### src/rtl/mul_k_pkg.sv
// mul_k_pkg: shared constants and helpers for the K-scaling multiplier.
//   DEF_*        default widths, shift and latency of mul_k_scale
//   FULL_W       full product width for the default widths
//   round_const  round-half-up addend used ahead of the right shift
package mul_k_pkg;

  localparam int DEF_A_W   = 16;
  localparam int DEF_K_W   = 20;
  localparam int DEF_P_W   = 30;
  localparam int DEF_SHIFT = 6;
  localparam int DEF_LAT   = 3;

  localparam int FULL_W = DEF_A_W + DEF_K_W;

  // Half an output LSB in product units; zero when no bits are shifted out.
  function automatic logic [63:0] round_const(input int shift);
    if (shift > 0) return 64'd1 << (shift - 1);
    else           return 64'd0;
  endfunction

endpackage

### src/rtl/mul_k_round_sat.sv
// mul_k_round_sat: combinational round-half-up, right shift and width limit
// of an IN_W-bit unsigned product down to P_W bits.
//   full_i  unsigned product
//   r_o     rounded/shifted/limited result
//   sat_o   result was clamped to all-ones
// Build option MUL_K_SCALE_SAT_EN: when defined, results that do not fit in
// P_W bits clamp to 2^P_W-1 with sat_o=1; when undefined they wrap to the low
// P_W bits and sat_o is tied low (no overflow compare is built).
module mul_k_round_sat
  import mul_k_pkg::*;
#(
  parameter int IN_W  = FULL_W,
  parameter int P_W   = DEF_P_W,
  parameter int SHIFT = DEF_SHIFT
) (
  input  logic [IN_W-1:0] full_i,
  output logic [P_W-1:0]  r_o,
  output logic            sat_o
);

  localparam logic [IN_W:0] RND = (IN_W+1)'(round_const(SHIFT));

  // One extra bit so the rounding add can never wrap.
  logic [IN_W:0] sum;
  logic [IN_W:0] r_full;

  always_comb begin
    sum    = {1'b0, full_i} + RND;
    r_full = sum >> SHIFT;
  end

`ifdef MUL_K_SCALE_SAT_EN
  generate
    if (IN_W + 1 > P_W) begin : g_sat
      logic ovf;
      assign ovf   = |r_full[IN_W:P_W];
      assign r_o   = ovf ? '1 : r_full[P_W-1:0];
      assign sat_o = ovf;
    end else begin : g_fit
      assign r_o   = P_W'(r_full);
      assign sat_o = 1'b0;
    end
  endgenerate
`else
  assign r_o   = P_W'(r_full);
  assign sat_o = 1'b0;
`endif

endmodule

### src/rtl/mul_k_scale.sv
// mul_k_scale: pipelined unsigned sample x coefficient scaler with
// valid/ready handshake and full back-pressure.
//   clk, rst_n          clock, async active-low reset
//   k_load, k_in        one-cycle strobe loading the coefficient register
//   s_valid/s_ready/s_data   input sample stream
//   m_valid/m_ready/m_data/m_sat  output stream; m_sat qualified by m_valid
// Pipeline: stage 0 (sample + coefficient), LAT-2 product stages, final
// registered round/shift/limit; accept-to-output latency is LAT cycles.
// Build option MUL_K_SCALE_SAT_EN selects clamp-on-overflow (see
// mul_k_round_sat); latency is the same in both builds.
module mul_k_scale
  import mul_k_pkg::*;
#(
  parameter int A_W   = DEF_A_W,
  parameter int K_W   = DEF_K_W,
  parameter int P_W   = DEF_P_W,
  parameter int SHIFT = DEF_SHIFT,
  parameter int LAT   = DEF_LAT
) (
  input  logic           clk,
  input  logic           rst_n,
  input  logic           k_load,
  input  logic [K_W-1:0] k_in,
  input  logic           s_valid,
  output logic           s_ready,
  input  logic [A_W-1:0] s_data,
  output logic           m_valid,
  input  logic           m_ready,
  output logic [P_W-1:0] m_data,
  output logic           m_sat
);

  localparam int PROD_W = A_W + K_W;

  logic           en;
  logic [K_W-1:0] coef_q, coef_d;
  logic [LAT-1:0] vld_q, vld_d;
  logic [A_W-1:0] a_q, a_d;
  logic [K_W-1:0] k_q, k_d;
  logic [PROD_W-1:0] prod_c;
  logic [PROD_W-1:0] prod_last;
  logic [P_W-1:0] r_c, data_q, data_d;
  logic           sat_c, sat_q, sat_d;

  // Single global enable: the whole pipe advances unless the output is stuck.
  assign en      = !vld_q[LAT-1] || m_ready;
  assign s_ready = en;
  assign m_valid = vld_q[LAT-1];
  assign m_data  = data_q;
  assign m_sat   = sat_q;

  always_comb begin
    // Coefficient loads independently of the stall; stage 0 samples the
    // pre-load value, so a same-cycle accept uses the old coefficient.
    coef_d = k_load ? k_in : coef_q;
    vld_d  = en ? {vld_q[LAT-2:0], s_valid} : vld_q;
    a_d    = a_q;
    k_d    = k_q;
    if (en && s_valid) begin
      a_d = s_data;
      k_d = coef_q;
    end
    prod_c = PROD_W'(a_q) * PROD_W'(k_q);
    data_d = data_q;
    sat_d  = sat_q;
    if (en && vld_q[LAT-2]) begin
      data_d = r_c;
      sat_d  = sat_c;
    end
  end

  always_ff @(posedge clk or negedge rst_n) begin
    if (!rst_n) begin
      coef_q <= '0;
      vld_q  <= '0;
      a_q    <= '0;
      k_q    <= '0;
      data_q <= '0;
      sat_q  <= 1'b0;
    end else begin
      coef_q <= coef_d;
      vld_q  <= vld_d;
      a_q    <= a_d;
      k_q    <= k_d;
      data_q <= data_d;
      sat_q  <= sat_d;
    end
  end

  // Product stages carry no reset so synthesis is free to retime the
  // multiplier across them; their contents are only used when valid.
  generate
    if (LAT > 2) begin : g_mid
      logic [PROD_W-1:0] prod_q [LAT-2];
      logic [PROD_W-1:0] prod_d [LAT-2];

      always_comb begin
        for (int i = 0; i < LAT - 2; i++) prod_d[i] = prod_q[i];
        if (en && vld_q[0]) prod_d[0] = prod_c;
        for (int i = 1; i < LAT - 2; i++) begin
          if (en && vld_q[i]) prod_d[i] = prod_q[i-1];
        end
      end

      always_ff @(posedge clk) begin
        for (int i = 0; i < LAT - 2; i++) prod_q[i] <= prod_d[i];
      end

      assign prod_last = prod_q[LAT-3];
    end else begin : g_nomid
      assign prod_last = prod_c;
    end
  endgenerate

  mul_k_round_sat #(
    .IN_W  (PROD_W),
    .P_W   (P_W),
    .SHIFT (SHIFT)
  ) u_round_sat (
    .full_i (prod_last),
    .r_o    (r_c),
    .sat_o  (sat_c)
  );

endmodule
### config.mk
export PLATFORM = sky130hd
export DESIGN_NAME = mul_k_scale
export DESIGN_NICKNAME = d
export VERILOG_FILES = /design/src/rtl/mul_k_pkg.sv /design/src/rtl/mul_k_round_sat.sv /design/src/rtl/mul_k_scale.sv
export SDC_FILE = /design/constraint.sdc
export NUM_CORES = 1
export LEC_CHECK = 0
export BUFFER_PORTS_ARGS = -buffer_cell sky130_fd_sc_hd__clkbuf_2
export CORE_AREA = 4 4 201 301
export CTS_CLUSTER_DIAMETER = 80
export DETAILED_ROUTE_END_ITERATION = 10
export DIE_AREA = 0 0 205 305
export HOLD_SLACK_MARGIN = 0.1
export SLEW_MARGIN = 20
export SYNTH_ARGS = -nofsm -noshare
export SYNTH_HDL_FRONTEND = slang
export SYNTH_HIERARCHICAL = 1
export SYNTH_SLANG_ARGS = --single-unit
### constraint.sdc
create_clock -name clk -period 7.27 [get_ports clk]
set_input_delay 0.727 -clock clk [delete_from_list [all_inputs] [get_ports clk]]
set_output_delay 0.727 -clock clk [all_outputs]
set_load 0.02 [all_outputs]
==> summary.md, run 1 <==
| Metric | Value |
|---|---|
| Outcome | `finished, final reports clean` |
| Post-Synthesis Cells | `between 1,500 and 2,000` |
| Setup TNS Final | `0 ns` |
| Row cnt | `around 110` |
| Layout Utilization | `0.2955` |
| CP max-delay cell | `dfrtp_1` |
| Drt first pass iters | `5` |
| Clk Latency, worst-skew pair | `0.45 ns` |
| Post-Layout Cell Count | `between 2,000 and 2,500` |
| Drt total wl | `approximately 39 mm` |
| Dpl hpwl | `30.66 mm` |
| Worst clock skew | `0.01087 ns` |
| Startpoint type of the worst setup path | `flop` |
| Setup bufs post-CTS | `0` |
| Final Wtd Congestion | `~0.88` |
| Largest net degree at the start of global routing | `57` |
| Hold_ws | `0.2215 ns` |
| CP Max Fanout | `21` |
| Vias in the first global route | `11,750` |
| Buf+Inv Stages, Crit Path | `5` |
| Min-delay worst type | `primary input to asynchronous set/reset pin` |
| Placed Instances | `~2,300` |
| Port-buffer cells | `73` |
| Fin. Hold Viols | `0` |
| Clock buffer depth | `2` |
| Worst Setup End Kind | `flop` |
| DR iter-0 viols | `421` |
| Syn-to-layout area delta | `11.20%` |
| Worst Path Arrival | `around 7.1 ns` |
| Post-Syn Area | `0.01533 sq mm` |
| CP max stage delay | `1.00 ns` |
| Avg Inst Size Synth | `roughly 10 sq um` |
| Post-layout min period | `about 6.9 ns` |
| Die height | `roughly 310 um` |
| Post-CTS resize count | `0` |
| Core area | `between 0.05 and 0.06 sq mm` |
| Via count | `10,480` |
| DR WL/cell | `16.71 um` |
| CTS Buf Count | `17` |
| GRT Util Overall | `0.1279` |
| Layout cells sized above 1 | `0.1449` |
| Die Area | `~0.063 sq mm` |
| # setup viols final | `0` |
| Fin nets | `roughly 1,900` |
| Count of final max-slew check failures | `0` |
| Clock tree from TritonCTS | `built` |
| Io pins | `74` |
| Post-DRT Antenna Nets | `0` |
| RR Startpoint | `a_q[7]` |
| H-tree levels | `4` |
| R2r setup slk | `~0.34 ns` |
| Worst EP required | `7.47 ns` |
| Global-route wire length before repair | `roughly 63 mm` |
| DR vias/cell | `~4.5` |
| Final period utilization | `0.9532` |
| Global route overflow | `0` |
| Rel. slew slack | `0.3329` |
| Yosys warning total | `6` |
| Max-Cap Viols | `0` |
| Cell Chain, Critical Path | `nand2_1, fa_1, inv_1, fa_1, inv_1, fa_1, inv_1, fa_1, fa_1, inv_1, fa_1, inv_1, ha_1, a21oi_1, o21ai_0, a211oi_1, o21ai_0, nand3_1, o31ai_1, xor2_1` |
| Diodes inserted | `0` |
| Starting Density | `0.2657` |
| Fmax | `between 100 and 150 MHz` |
| Reg clk slew, reported paths | `0.07 ns` |
| Setup CP Type | `flop to flop` |
| Reg-to-Reg End | `g_mid.prod_q[0][33]` |
| Reg2reg path depth | `20` |
| Kind of cell adding the most delay to the critical path | `adder cells` |
| Unrepaired setup endpoints after global routing | `no` |
| Post-CTS Hold Buffers | `0` |
| Crit-path most repeated cell | `fa_1` |
| Syn Nets | `about 1,900` |
| DRC errors left | `0` |
| Root buf cell | `clkbuf_16` |
| Worst-Margin Slew | `about 1 ns` |
| Clock Sinks | `121` |
| Initial antenna violation count | `1` |
| Die width | `between 200 and 250 um` |
-- layout by cell type (no fill, tap or decap), drive strengths merged, types with 5 or more instances in the layout --
| cell type | instances |
|---|---|
| nand2 | 200 |
| nor3 | 8 |
| xnor2 | 35 |
| xor2 | 27 |
| o21ai | 14 |
| dfrtp | 90 |
| ha | 109 |
| edfxtp | 31 |
| nor2 | 13 |
| buf | 10 |
| nand4 | 15 |
| inv | 269 |
| a21oi | 29 |
| and3 | 11 |
| fa | 250 |
| nand3 | 14 |
| clkbuf | 94 |
| a21o | 18 |
| and4 | 5 |
| mux2 | 88 |
| a31oi | 10 |
| and2 | 152 |
-- per-stage QoR --
step                      area [sq um]  worst slack (ns)
after floorplan                  15330             1.564
after global placement           16420            0.4854
after detailed placement         16420            0.3622
after CTS                        17040            0.3529
after global routing             17050           0.02751
final                            17050            0.3404
-- state kept, by name (all words and copies together) (netlist names) --
| signal | count |
|---|---|
| m_sat | 1 |
| m_data | 30 |
| k_q | 20 |
| coef_q | 20 |
| vld_q | 3 |
| g_mid.prod_q | 31 |
| a_q | 16 |
-- worst max path at each step --
| stage | from | endpoint | cells past startpoint |
|---|---|---|---|
| 2_1_floorplan | k_q[7] | g_mid.prod_q[0][33] | 21 |
| 3_3_place_gp | a_q[7] | g_mid.prod_q[0][33] | 20 |
| 3_5_place_dp | a_q[7] | g_mid.prod_q[0][33] | 20 |
| 4_1_cts | a_q[7] | g_mid.prod_q[0][34] | 20 |
| 5_1_grt | a_q[7] | g_mid.prod_q[0][34] | 20 |
| 6_report | a_q[7] | g_mid.prod_q[0][33] | 20 |
-- layout make-up --
cell class	count	area (sq um)
fill	5980	40650
multi-input combinational	1047	10850
sequential	121	3183
inverter	264	991.0
tap	770	963.4
clock buffer	22	495.5
timing repair buffer	82	435.4
clock inverter	10	127.6
-- per-layer routing --
layer,global-route usage,vias up,wire length (um)
met5,0,-,0
met4,0.05394,0,1251
met3,0.01819,77,1522
met2,0.2259,282,19910
met1,0.1547,5367,16020
li1,-,4749,-
Power of run 1 is not shown: default switching activity piles up to over one toggle a cycle in this logic, so the estimate is an artifact.
==> run 2: changes to the inputs <==
--- a/config.mk
+++ b/config.mk
@@ -6,10 +6,11 @@
 export NUM_CORES = 1
 export LEC_CHECK = 0
 export BUFFER_PORTS_ARGS = -buffer_cell sky130_fd_sc_hd__clkbuf_2
-export CORE_AREA = 4 4 201 301
+export CORE_AREA = 4 4 157 235
 export CTS_CLUSTER_DIAMETER = 80
 export DETAILED_ROUTE_END_ITERATION = 10
-export DIE_AREA = 0 0 205 305
+export DIE_AREA = 0 0 161 239
+export GPL_TIMING_DRIVEN = 0
 export HOLD_SLACK_MARGIN = 0.1
 export SLEW_MARGIN = 20
 export SYNTH_ARGS = -nofsm -noshare
==> run 2 against run 1 <==
  * Sequential cell count is the same
  * Worst hold slack got worse by 0.032 ns
  * First-iteration DRC count increased by 15%
  * Non-clock buffer count increased by 64
  * Fmax grew 0.27%
  * Via count increased by 1.6%
  * Die area shrank 38%
  * Sequential share of layout area increased by 0.12 points
  * Clock skew increased by 0.0022 ns
  * Setup slack gained 0.019 ns
  * Cell area down 0.62%
  * Global-route usage increased by 8.4 points
==> summary.md, run 2 (synthesized netlist as in run 1, its figures left out) <==
| Metric | Value |
|---|---|
| Fin nets | `~2,000` |
| Die height | `239 um` |
| # fillers | `3,356` |
| Worst-Margin Slew | `about 0.9 ns` |
| Row cnt | `84` |
| Vias in the first global route | `~12,000` |
| Worst Path Arrival | `roughly 7.1 ns` |
| DRC errors left | `0` |
| Worst EP required | `7.45 ns` |
| Die width | `roughly 160 um` |
| Max reg flops | `31` |
| Clock tree from TritonCTS | `built` |
| Final period utilization | `0.9506` |
| FF/Latch Area | `about 0.0032 sq mm` |
| Rel. slew slack | `0.4075` |
| GRT Util Overall | `0.2119` |
| Worst Setup End Kind | `flop` |
| Io pins | `74` |
| H-tree levels | `4` |
| Largest net degree at the start of global routing | `between 50 and 60` |
| Clk Latency, worst-skew pair | `~0.44 ns` |
| Count of final max-slew check failures | `0` |
| Footprint of the multi-input gates | `roughly 0.011 sq mm` |
| Commonest non-fill, non-tap cell in the layout | `inv_1` |
| Clock buffer depth | `2` |
| Port-buffer cells | `72` |
| Global route overflow | `0` |
| Crit-path most repeated cell | `fa_1` |
| Largest reg by FF count | `g_mid.prod_q` |
| Initial antenna violation count | `0` |
| # setup viols final | `0` |
| R2r setup slk | `0.36 ns` |
| Diodes inserted | `0` |
| Most frequent cells in the layout | `264 x inv_1, 250 x fa_1, 200 x nand2_1, 150 x and2_1, 109 x ha_1` |
| Cell Chain, Critical Path | `clkbuf_2, nand2_1, fa_1, fa_1, fa_1, inv_1, fa_1, fa_1, inv_1, fa_1, inv_1, ha_1, and4_2, nand3_1, a21oi_1, o31ai_1, a21oi_1, a41oi_1, xnor2_1` |
| Worst clock skew | `0.01309 ns` |
| DR vias/cell | `a little over 5` |
| Setup TNS Final | `0 ns` |
| Reg clk slew, reported paths | `~0.06 ns` |
| Setup bufs post-CTS | `0` |
| Via count | `between 10,000 and 15,000` |
| Final Wtd Congestion | `roughly 0.92` |
| Fmax | `approximately 140 MHz` |
| Layout cells sized above 1 | `0.1448` |
| DR WL/cell | `between 15 and 20 um` |
| Min-delay worst type | `primary input to asynchronous set/reset pin` |
| Max-Cap Viols | `0` |
| Unrepaired setup endpoints after global routing | `no` |
| CP max stage delay | `around 0.62 ns` |
| Clock Sinks | `roughly 120` |
| Root buf cell | `clkbuf_16` |
| Fin. Hold Viols | `0` |
| Kind of cell adding the most delay to the critical path | `adder cells` |
| Post-DRT Antenna Nets | `0` |
| Startpoint type of the worst setup path | `flop` |
| Drt first pass iters | `5` |
| Outcome | `finished, final reports clean` |
| Setup CP Type | `flop to flop` |
| CP Max Fanout | `10` |
| CP max-delay cell | `dfrtp_1` |
| Drt total wl | `38.71 mm` |
| Post-layout min period | `~6.9 ns` |
| Global-route wire length before repair | `about 63 mm` |
| Die Area | `a little under 0.04 sq mm` |
| DR iter-0 viols | `485` |
| Syn-to-layout area delta | `10.50%` |
| Buf+Inv Stages, Crit Path | `4` |
| Dpl hpwl | `31.35 mm` |
| CTS Buf Count | `17` |
| Core area | `approximately 0.035 sq mm` |
| Starting Density | `0.4394` |
[run 2: worst paths after layout]
| kind | start | to | cells past startpoint |
|---|---|---|---|
| worst max-delay path | k_q[11] | g_mid.prod_q[0][34] | 19 |
| worst min-delay path | rst_n | m_data[1] | 1 |
| worst max register to register | k_q[11] | g_mid.prod_q[0][34] | 19 |
| worst min register to register | vld_q[1] | vld_q[2] | 1 |
| max in group asynchronous | rst_n | coef_q[13] | 2 |
| min in group clk | vld_q[1] | vld_q[2] | 1 |
[run 2: area by class of cell]
| class | instances | share of cell area |
|---|---|---|
| well taps | 473 | 0.03493 |
| plain buffers | 73 | 0.01905 |
| clock buffers | 19 | 0.02807 |
| clock inverters | 12 | 0.007976 |
| repair buffers | 73 | 0.02341 |
| multi-input cells | 1047 | 0.6402 |
| inverters | 264 | 0.05849 |
| flip-flops and latches | 121 | 0.1879 |
[run 2: stage by stage]
stage	instance area (sq um)	hold slack (ns)	setup slack, ns	cells	util
5_1_grt	16940	0.1975	0.02687	2082	0.4855
2_1_floorplan	15330	0.4314	1.564	1505	-
4_1_cts	16930	0.1752	0.1590	2082	0.4852
6_report	16940	0.1891	0.3590	2082	0.4855
3_5_place_dp	16320	0.4873	0.1723	2051	0.4677
3_3_place_gp	16280	0.4778	0.2576	2050	0.4667
[run 2: routing by layer]
metal | global-route usage | up-vias | part of all wire
li1 | - | 4872 | -
met1 | 0.2591 | 5348 | 0.40
met2 | 0.3657 | 328 | 0.50
met3 | 0.03812 | 98 | 0.053
met4 | 0.09752 | 0 | 0.048
met5 | 0 | - | 0
[run 2: repair_timing]
item	CTS	global route
resized for setup	0	16
hold buffers	0	0
setup endpoints to repair	0	4
Power of run 2 is left out for the same reason.
==> run 3: changes to the inputs <==
--- a/config.mk
+++ b/config.mk
@@ -12,6 +12,7 @@
 export DIE_AREA = 0 0 161 239
 export GPL_TIMING_DRIVEN = 0
 export HOLD_SLACK_MARGIN = 0.1
+export PLACE_DENSITY_LB_ADDON = 0.1
 export SLEW_MARGIN = 20
 export SYNTH_ARGS = -nofsm -noshare
 export SYNTH_HDL_FRONTEND = slang
==> run 3 against run 2 <==
  * Via count fell by 0.34%
  * First-iteration DRC count fell by 7.8%
  * Non-clock buffer count did not move
  * Cell area fell by 0.22%
==> summary.md, run 3 (synthesized netlist as in run 1, its figures left out) <==
| Metric | Value |
|---|---|
| CTS Buf Count | `17` |
| H-tree levels | `4` |
| R2r setup slk | `~0.27 ns` |
| Port-buffer cells | `72` |
| Hold_ws | `~0.19 ns` |
| Worst EP required | `roughly 7.5 ns` |
| DRC errors left | `0` |
| PnR worst setup slack | `about 0.27 ns` |
| # fillers | `3,375` |
| Final Wtd Congestion | `just over 0.9` |
| CP Launch Point | `k_q[9]` |
| Clock tree from TritonCTS | `built` |
| Min-delay worst type | `primary input to asynchronous set/reset pin` |
| Fin nets | `1,997` |
| Worst clock skew | `between 0.015 and 0.02 ns` |
| Starting Density | `0.4394` |
| Count of final max-slew check failures | `0` |
| Unrepaired setup endpoints after global routing | `no` |
| Diodes inserted | `0` |
| Worst Path Arrival | `around 7.2 ns` |
| Post-layout min period | `between 7 and 8 ns` |
| Die height | `239 um` |
| Post-DRT Antenna Nets | `0` |
| Drt first pass iters | `5` |
| DR WL/cell | `roughly 19 um` |
| Initial antenna violation count | `0` |
| Worst Setup End Kind | `flop` |
| Largest reg by FF count | `g_mid.prod_q` |
| Fmax | `142.8 MHz` |
| Setup TNS Final | `0 ns` |
| Worst-Margin Slew | `0.8877 ns` |
| Fin. Hold Viols | `0` |
| Worst Setup EP | `g_mid.prod_q[0][34]` |
| Startpoint type of the worst setup path | `flop` |
| Final period utilization | `0.9632` |
| Drt total wl | `between 30 and 40 mm` |
| Syn-to-layout area delta | `10.26%` |
| Die width | `161 um` |
| DR vias/cell | `around 5` |
| Largest net degree at the start of global routing | `between 50 and 60` |
| Core area | `about 0.035 sq mm` |
| Post-CTS Hold Buffers | `0` |
| Footprint of the multi-input gates | `~0.011 sq mm` |
| Reg2reg path depth | `19` |
| Io pins | `74` |
| Clock Sinks | `121` |
| FF/Latch Area | `between 0.003 and 0.004 sq mm` |
| Global route overflow | `0` |
| Reg clk slew, reported paths | `about 0.060 ns` |
| RR Startpoint | `k_q[9]` |
| # setup viols final | `0` |
| Vias in the first global route | `between 10,000 and 15,000` |
| Row cnt | `84` |
| Commonest non-fill, non-tap cell in the layout | `inv_1` |
| Die Area | `around 0.038 sq mm` |
| GRT Util Overall | `0.2173` |
| Place WS | `about 0.19 ns` |
| Global-route wire length before repair | `~64 mm` |
| Outcome | `finished, final reports clean` |
| Via count | `about 11,000` |
| Dpl hpwl | `32.03 mm` |
| Clk Latency, worst-skew pair | `0.44 ns` |
| Rel. slew slack | `0.4033` |
| Max reg flops | `31` |
| Most frequent cells in the layout | `264 x inv_1, 250 x fa_1, 200 x nand2_1, 150 x and2_1, 109 x ha_1` |
| Reg-to-Reg End | `g_mid.prod_q[0][34]` |
| Root buf cell | `clkbuf_16` |
| Setup CP Type | `flop to flop` |
| Layout cells sized above 1 | `0.1435` |
| Clock buffer depth | `2` |
| Max-Cap Viols | `0` |
| CP Max Fanout | `10` |
| DR iter-0 viols | `~450` |
run 3: worst min path at each step:
stage / start / end / slack (ns)
floorplan: rst_n / a_q[0] / 0.43
global route: rst_n / m_data[25] / 0.19
finish: rst_n / m_data[25] / 0.19
global placement: vld_q[1] / vld_q[2] / 0.48
detailed placement: vld_q[1] / vld_q[2] / 0.49
CTS: rst_n / m_data[25] / 0.18
run 3: worst max-delay path, cell delays in order (launching register included):
cell      delay, ns
dfrtp_1        0.60
clkbuf_1       0.51
nand2_1        0.15
fa_1           0.52
fa_1           0.50
fa_1           0.55
inv_1          0.07
fa_1           0.49
fa_1           0.49
inv_1          0.05
fa_1           0.47
inv_1          0.04
ha_1           0.39
and4_2         0.32
nand3_1        0.09
a21oi_1        0.51
o31ai_1        0.19
a21oi_1        0.45
a41oi_1        0.22
xnor2_1        0.16
run 3: what timing repair did:
item,CTS,global route
endpoints found under the setup margin,0,5
setup buffers,0,0
gates resized for setup,0,12
run 3: area by class of cell:
type | instances | area share
Inverter | 264 | 0.05862
Clock buffer | 21 | 0.02916
Clock inverter | 11 | 0.004885
Timing Repair Buffer | 73 | 0.02346
Buffer | 73 | 0.01895
Multi-Input combinational cell | 1047 | 0.6416
Sequential cell | 121 | 0.1883
Tap cell | 473 | 0.03501
run 3: metal layers:
metal	GRT usage	wire length, um	up-vias	part of all wire
li1	-	-	4879	-
met1	0.2722	16430	5362	0.41
met2	0.3788	19900	283	0.50
met3	0.03105	1777	86	0.045
met4	0.08898	1756	0	0.044
met5	0	0	-	0
run 3: per-stage QoR:
| stage | cells | util | instance area, sq um |
|---|---|---|---|
| finish | 2083 | 0.4844 | 16900 |
| global route | 2083 | 0.4844 | 16900 |
| CTS | 2083 | 0.4842 | 16900 |
| detailed placement | 2051 | 0.4677 | 16320 |
| global placement | 2050 | 0.4667 | 16280 |
| floorplan | 1505 | - | 15330 |
Power of run 3 is left out for the same reason.
